**src/rtl/loader_frame_parser.sv**
```systemverilog
// Configuration loader front end: parses 0xA5-framed write records from a byte
// stream into SELECT/ADDRESS/DATA tile writes, counting frames it has to drop.
module loader_frame_parser #(
  parameter int ADDRESS_SIZE = 10,
  parameter int DATA_SIZE    = 8,
  parameter int SEL_CYCLES   = 2
) (
  input  logic                    CLK,
  input  logic                    RESET,
  input  logic [7:0]              IN_DATA,
  input  logic                    IN_VALID,
  output logic                    IN_READY,
  output logic                    SELECT,
  output logic [ADDRESS_SIZE-1:0] ADDRESS,
  output logic [DATA_SIZE-1:0]    DATA,
  output logic                    DONE,
  output logic [7:0]              ERR_COUNT
);
  // state     | meaning
  // S_HUNT    | idle; 0xA5 opens a write frame, 0x5A ends the stream, others dropped
  // S_ADDR_HI | capture address high byte
  // S_ADDR_LO | capture address low byte
  // S_DATA    | capture payload byte
  // S_CHK     | compare checksum and range; write or drop
  // S_WRITE   | SELECT high for SEL_CYCLES cycles
  // S_GAP     | one low cycle so back-to-back writes show a SELECT edge
  // S_END     | end of stream seen; parked until reset
  typedef enum logic [2:0] {
    S_HUNT, S_ADDR_HI, S_ADDR_LO, S_DATA, S_CHK, S_WRITE, S_GAP, S_END
  } state_t;

  localparam int              SC_W     = (SEL_CYCLES > 1) ? $clog2(SEL_CYCLES) : 1;
  localparam logic [SC_W-1:0] SEL_LOAD = SC_W'(SEL_CYCLES - 1);

  state_t                  state_q, state_d;
  logic [7:0]              addr_hi_q, addr_hi_d;
  logic [7:0]              addr_lo_q, addr_lo_d;
  logic [7:0]              payload_q, payload_d;
  logic [ADDRESS_SIZE-1:0] address_q, address_d;
  logic [DATA_SIZE-1:0]    data_q, data_d;
  logic [SC_W-1:0]         sel_cnt_q, sel_cnt_d;
  logic [7:0]              err_cnt_q, err_cnt_d;

  logic [15:0] addr_word;
  logic        addr_ok;
  logic        chk_ok;
  logic        xfer;

  assign addr_word = {addr_hi_q, addr_lo_q};
  // Any address bit at or above ADDRESS_SIZE makes the frame unusable.
  assign addr_ok   = (addr_word >> ADDRESS_SIZE) == 16'd0;
  assign chk_ok    = IN_DATA == (addr_hi_q ^ addr_lo_q ^ payload_q);

  assign IN_READY  = !RESET && (state_q inside {S_HUNT, S_ADDR_HI, S_ADDR_LO, S_DATA, S_CHK});
  assign xfer      = IN_VALID && IN_READY;

  assign SELECT    = (state_q == S_WRITE);
  assign DONE      = (state_q == S_END);
  assign ADDRESS   = address_q;
  assign DATA      = data_q;
  assign ERR_COUNT = err_cnt_q;

  always_comb begin
    state_d   = state_q;
    addr_hi_d = addr_hi_q;
    addr_lo_d = addr_lo_q;
    payload_d = payload_q;
    address_d = address_q;
    data_d    = data_q;
    sel_cnt_d = sel_cnt_q;
    err_cnt_d = err_cnt_q;
    case (state_q)
      S_HUNT: begin
        if (xfer) begin
          if (IN_DATA == 8'hA5)      state_d = S_ADDR_HI;
          else if (IN_DATA == 8'h5A) state_d = S_END;
        end
      end
      S_ADDR_HI: begin
        if (xfer) begin
          addr_hi_d = IN_DATA;
          state_d   = S_ADDR_LO;
        end
      end
      S_ADDR_LO: begin
        if (xfer) begin
          addr_lo_d = IN_DATA;
          state_d   = S_DATA;
        end
      end
      S_DATA: begin
        if (xfer) begin
          payload_d = IN_DATA;
          state_d   = S_CHK;
        end
      end
      S_CHK: begin
        if (xfer) begin
          if (chk_ok && addr_ok) begin
            address_d = addr_word[ADDRESS_SIZE-1:0];
            data_d    = DATA_SIZE'(payload_q);
            sel_cnt_d = SEL_LOAD;
            state_d   = S_WRITE;
          end else begin
            if (err_cnt_q != 8'hFF) err_cnt_d = err_cnt_q + 8'd1;
            state_d = S_HUNT;
          end
        end
      end
      S_WRITE: begin
        if (sel_cnt_q == '0) state_d = S_GAP;
        else                 sel_cnt_d = sel_cnt_q - 1'b1;
      end
      S_GAP:   state_d = S_HUNT;
      S_END:   state_d = S_END;
      default: state_d = S_HUNT;
    endcase
  end

  always_ff @(posedge CLK) begin
    if (RESET) begin
      state_q   <= S_HUNT;
      addr_hi_q <= '0;
      addr_lo_q <= '0;
      payload_q <= '0;
      address_q <= '0;
      data_q    <= '0;
      sel_cnt_q <= '0;
      err_cnt_q <= '0;
    end else begin
      state_q   <= state_d;
      addr_hi_q <= addr_hi_d;
      addr_lo_q <= addr_lo_d;
      payload_q <= payload_d;
      address_q <= address_d;
      data_q    <= data_d;
      sel_cnt_q <= sel_cnt_d;
      err_cnt_q <= err_cnt_d;
    end
  end

endmodule

```
**config.mk**
```make
export PLATFORM = sky130hd
export DESIGN_NAME = loader_frame_parser
export DESIGN_NICKNAME = d
export VERILOG_FILES = /design/src/rtl/loader_frame_parser.sv
export SDC_FILE = /design/constraint.sdc
export NUM_CORES = 1
export LEC_CHECK = 0
export ABC_AREA = 1
export BUFFER_PORTS_ARGS = -buffer_cell sky130_fd_sc_hd__buf_2
export CORE_MARGIN = 2
export CORE_UTILIZATION = 51
export DETAILED_ROUTE_END_ITERATION = 7
export GPL_ROUTABILITY_DRIVEN = 0
export HOLD_SLACK_MARGIN = 0.1
export PLACE_DENSITY = 0.84
export SETUP_SLACK_MARGIN = 0.02
export SYNTH_ARGS = -nofsm -noshare
export SYNTH_HDL_FRONTEND = slang
export SYNTH_SLANG_ARGS = --single-unit
```
**constraint.sdc**
```tcl
create_clock -name CLK -period 1.7 [get_ports CLK]
set_input_delay 0.425 -clock CLK [delete_from_list [all_inputs] [get_ports CLK]]
set_output_delay 0.425 -clock CLK [all_outputs]
set_load 0.03 [all_outputs]
```
* Word level (Yosys, flattened, before mapping) *
Index checks and enable logic that the tools add are counted.

operators by class
  bitwise operators = 3
  $add $sub $neg = 2
  multiplexer cells = 14
  reductions and logical operators = 15
  equal/unequal tests = 19

operators with widths
  kind                                                   number
  two-way mux 3 bit                                      9
  one-hot mux 3 bit (8 select lines)                     1
  logical NOT 16 bit                                     1
  XOR 8 bit                                              2
  equality test 3 bit, second input constant             4
  inequality test 2 bit, second input constant           6
  adder 8 x 1 -> 8 bit, second input constant            1
  equality test 8 x 7 -> 1 bit, second input constant    1
  equality test 8 bit                                    1
  equality test 8 bit, second input constant             1
  inequality test 8 bit, second input constant           1
  AND reduction 7 bit                                    1
  equality test 3 x 2 -> 1 bit, second input constant    2
  AND reduction 2 bit                                    3
  AND reduction 3 bit                                    2
  nonzero test 5 bit                                     1
  AND reduction 4 bit                                    1
  equality test 3 x 1 -> 1 bit, second input constant    1
  logical AND 1 bit                                      3
  logical NOT 3 bit                                      1
  two-way mux 1 bit                                      3
  inequality test 3 x 1 -> 1 bit, second input constant  1
  inequality test 2 x 1 -> 1 bit, second input constant  1
  one-hot mux 1 bit (2 select lines)                     1
  4 further kinds                                        4

storage, ports and cells
  output and inout port bits = 29
  register bits after elaboration = 54
  logic and storage cells = 61
  input bits = 11

* Longest topological paths before layout *
  depth in word-level cells = 7
  gate-level depth with buffers = 16
  mapped depth without buffers = 16

* Worst setup path before layout *
OpenSTA, ideal clock, no wires.

  path kind = input to register
  start point = in RESET
  end point = reg address_q[2], in the netlist ADDRESS[2]
  data arrival time = 1.691 ns
  data required time = 1.558 ns
  path slack = -0.133 ns
  buffers on the path = 2
  library setup time = 0.142 ns
  stages = 9
  path through = clkbuf_1 a21oi_4 nand2_2 inv_2 nand2_2 nand3b_4 buf_2 nand2_1 a21oi_2

on the way
  cells in the longest elaborated chain, start to end = 4

RTL lines
  item                           line  RTL
  start, declared                9     input logic RESET,
  logical NOT 1 bit              54    assign IN_READY = !RESET && (state_q inside {S_HUNT, S_ADDR_HI, S_ADDR_LO, S_DATA, S_CHK});
  logical AND 1 bit              54
  via IN_READY                   12    output logic IN_READY,
  logical AND 1 bit              55    assign xfer = IN_VALID && IN_READY;
  AND reduction 3 bit (no line)  n/a
  end signal, assigned           135   address_q <= address_d;
  end, declared                  39    logic [ADDRESS_SIZE-1:0] address_q, address_d;

The timed path passes the listed nets, and every way through them passes these cells.
A chain may end at the register's enable or synchronous reset.

* Worst setup path after layout *
  start point = reg payload_q[6]
  end point = reg address_q[2], in the netlist ADDRESS[2]

on the way
  cells in the longest elaborated chain, start to end = 4

RTL lines
  item                           line  RTL
  start, declared                38    logic [7:0] payload_q, payload_d;
  start signal, assigned         134   payload_q <= payload_d;
  XOR 8 bit                      52    assign chk_ok = IN_DATA == (addr_hi_q ^ addr_lo_q ^ payload_q);
  equality test 8 bit            52
  logical AND 1 bit              99    if (chk_ok && addr_ok) begin
  AND reduction 3 bit (no line)  n/a

No other way between the ends.

==> results.sh <==
export IMPL_status="finished with violations"
export IMPL_failed_checks="setup timing"
export IMPL_place_hpwl_microns=4670
export IMPL_drt_total_wl_microns=6920
export IMPL_timing_final_ws_setup_ps=-10.7
export IMPL_areaGrowthSynthToFinish_pct=24.9
export IMPL_synth_avg_cell_area_sq_um=6.87
export IMPL_via_count=2806
export IMPL_clock_fmax_mhz=585
export IMPL_grt_usage_pct=23.1
export IMPL_setup_tns_ps=-10.7
export IMPL_dieArea_sq_um=5910
export IMPL_synthArstFlopShare_pct=0
export IMPL_crit_type="register to register"
export IMPL_start_util_pct=53.0
export IMPL_powerDensity_nw_per_um2=864
export IMPL_syn_inst=394
export IMPL_io_buffers=39
export IMPL_multi_input_area_sq_um=1440
export IMPL_synth_edf_count=0
export IMPL_clk_latency_ps=310
export IMPL_ys_seq_elements=54
export IMPL_cts_root_buf="clkbuf_8"
export IMPL_grt_max_degree=29
export IMPL_n_antenna_cell=0
export IMPL_final_nets=466
export IMPL_die_y_microns=76.8
export IMPL_period_share_pct=101
export IMPL_maxSlewViolCount=0
export IMPL_drive_above_1_share_pct=30.8
export IMPL_ctsHoldBuffers=0
export IMPL_timing_rr_end="ADDRESS[2]$_SDFFE_PP0P_"
export IMPL_first_global_vias=2512
export IMPL_viasPerCell=5.34
export IMPL_place_area_sq_um=3090
export IMPL_clock_path_buffers=2
export IMPL_synth_top_area_cell="dfxtp_1"
export IMPL_grt_pass1_wl_microns=11200
export IMPL_finalSetupViolCount=1
export IMPL_netlist_top_cells_area="dfxtp_1 40%, nand2_1 17%, a21oi_1 7.8%"
export IMPL_end_kind="register"
export IMPL_overflow=0
export IMPL_drv_cap=0
export IMPL_drc=0
export IMPL_critPathArrivalTime_ps=1900
export IMPL_boundaryPins=40
export IMPL_max_vdd_ir_drop_mv=0.525
export IMPL_yosys_top_cells_count="119 x nand2_1, 54 x dfxtp_1, 42 x a21oi_1, 40 x inv_1, 31 x nand3_1"
export IMPL_nFillCells=428
export IMPL_r2r_cells=11
export IMPL_endpoint="ADDRESS[2]$_SDFFE_PP0P_"
export IMPL_max_slew_margin_pct=71.8
export IMPL_cts_clk_slew_worst_paths_ps=100
export IMPL_finalHoldViolations=0
export IMPL_crit_path_max_fanout=7
export IMPL_hp_class="input pin to register"
export IMPL_cts_buffers=5
export IMPL_leakage_nw=1.50
export IMPL_period_minus_slack_ps=1710
export IMPL_ys_types=31
export IMPL_drt_pass1_iterations=6
export IMPL_synth_fp_nets=406
export IMPL_ant_nets=0
export IMPL_syn_area_sq_um=2710
export IMPL_synth_top_area_share_pct=39.9
export IMPL_core_area_sq_um=5110
export IMPL_yosys_warnings=0
export IMPL_cts_tree="done"
export IMPL_cts_max_level=2
export IMPL_seq_area_sq_um=1110
export IMPL_synth_main_ff_cell="dfxtp_1"
export IMPL_rsz0062_at_grt="true"
export IMPL_holdCritStartpoint="IN_DATA[4]"
export IMPL_rows=26
export IMPL_regToRegSetupSlack_ps=-10
export IMPL_skew_ps=6.34
export IMPL_initialDrtViolationCount=198
export IMPL_antenna_found_initial=0
export IMPL_wire_per_inst_microns=13.2
export IMPL_start_kind="register"
export IMPL_yosysMostFrequentCell="nand2_1"
export IMPL_die_w_microns=76.8
export IMPL_design_area_sq_um=3380
export IMPL_critPathLaunch="payload_q[6]$_SDFFE_PP0P_"
export IMPL_ys_seq_area_share_pct=39.9
export IMPL_cts_sinks=54
export IMPL_required_ps=1890
export IMPL_worstReg2RegStart="payload_q[6]$_SDFFE_PP0P_"
export IMPL_tightest_slew_ps=419
[where the power goes]
part	internal (W)	total [W]	leakage [nW]	switching (W)
combinational	0.000292	0.000752	1.01	0.000460
sequential	0.00134	0.00142	0.445	0.0000767
clock	0.000328	0.000748	0.0472	0.000420
total	0.00196	0.00292	1.50	0.000957
[cells by family (layout without fill, tap and decap cells)]
group                      count (synthesis)  after routing  share of synthesized area [%]
xor gates and xnor gates                   6              6                           1.94
DFF                                       54             54                           39.9
AOI/OAI and AO/OA                         83             83                           17.2
and+or+nand+nor                          191            191                           31.0
adders and majority gates                  1              1                          0.462
buffers and inverters                     59            120                           9.43
[placed cells by master, fill, tap and decap left out, types with 3 or more instances in the layout]
cell type,n
dfxtp_1,37
nor4_1,3
inv_1,38
dfxtp_2,13
nand3_1,27
dfxtp_4,4
nand2_2,12
a21oi_2,11
xor2_1,3
xnor2_1,3
buf_6,7
nor2_4,3
buf_4,20
nand4_1,3
clkbuf_8,6
nor2_1,18
a21oi_1,41
nand3_2,5
buf_2,36
inv_2,6
nor2_2,6
o21ai_0,29
nand2_1,110
[stage by stage]
| step | std cells | total power (W) | hold WS, ps | utilization [%] | worst slack [ps] |
|---|---|---|---|---|---|
| floorplan | 394 | 0.00192 | 441 | - | -30.1 |
| detailed placement | 513 | 0.00209 | 458 | 60.4 | -129 |
| finish | 525 | 0.00292 | 393 | 66.2 | -10.7 |
| global placement | 513 | 0.00207 | 447 | 60.4 | -55.1 |
| global route | 525 | 0.00308 | 402 | 66.2 | -132 |
| CTS | 522 | 0.00285 | 391 | 63.2 | 3.34 |
[layer usage]
metal | GRT usage, % | vias to the layer above | part of all wire, %
met3 | 2.82 | 16 | 5.8
met2 | 37.5 | 111 | 50
met5 | 0 | - | 0
met1 | 29.8 | 1289 | 42
li1 | - | 1390 | -
met4 | 12.5 | 0 | 2.4
[critical path: stages (launching register included)]
cell and delay, ps:
dfxtp_4 370, inv_1 90, nand2_1 80, nand3_1 90
nand3_1 80, nand2_1 90, nand3_2 110, nor2_4 160
nand3b_4 180, clkbuf_16 210, nand2_1 80, a21oi_2 50
[state kept, by name, indices dropped and copies added, names as in the netlist]
name	cells
ADDRESS	10
DATA	8
ERR_COUNT	8
addr_hi_q	8
addr_lo_q	8
payload_q	8
sel_cnt_q	1
state_q	3
[layout make-up]
class                           count  share of cell area, %
Clock buffer                        6                   2.44
Inverter                           47                   5.81
Timing Repair Buffer               65                   13.3
Tap cell                           70                   2.59
Clock inverter                      2                  0.370
Sequential cell                    54                   32.9
Multi-Input combinational cell    281                   42.6
[repair_timing]
item	CTS	global route
gates resized for setup	18	42
pin swaps	2	10
gates cloned	0	1
setup buffers	1	2
endpoints found under the setup margin	29	33
[worst min-delay path by stage]
stage	to	slack, ps	depth (start not counted)
after floorplan	sel_cnt_q$_SDFFE_PP0P_	440	1
after global placement	sel_cnt_q$_SDFFE_PP0P_	450	1
after detailed placement	sel_cnt_q$_SDFFE_PP0P_	460	1
after CTS	addr_lo_q[4]$_SDFFE_PP0P_	390	3
after global routing	addr_lo_q[4]$_SDFFE_PP0P_	400	3
final	addr_lo_q[4]$_SDFFE_PP0P_	390	3
Note: power is estimated with default switching activity, not from simulation.
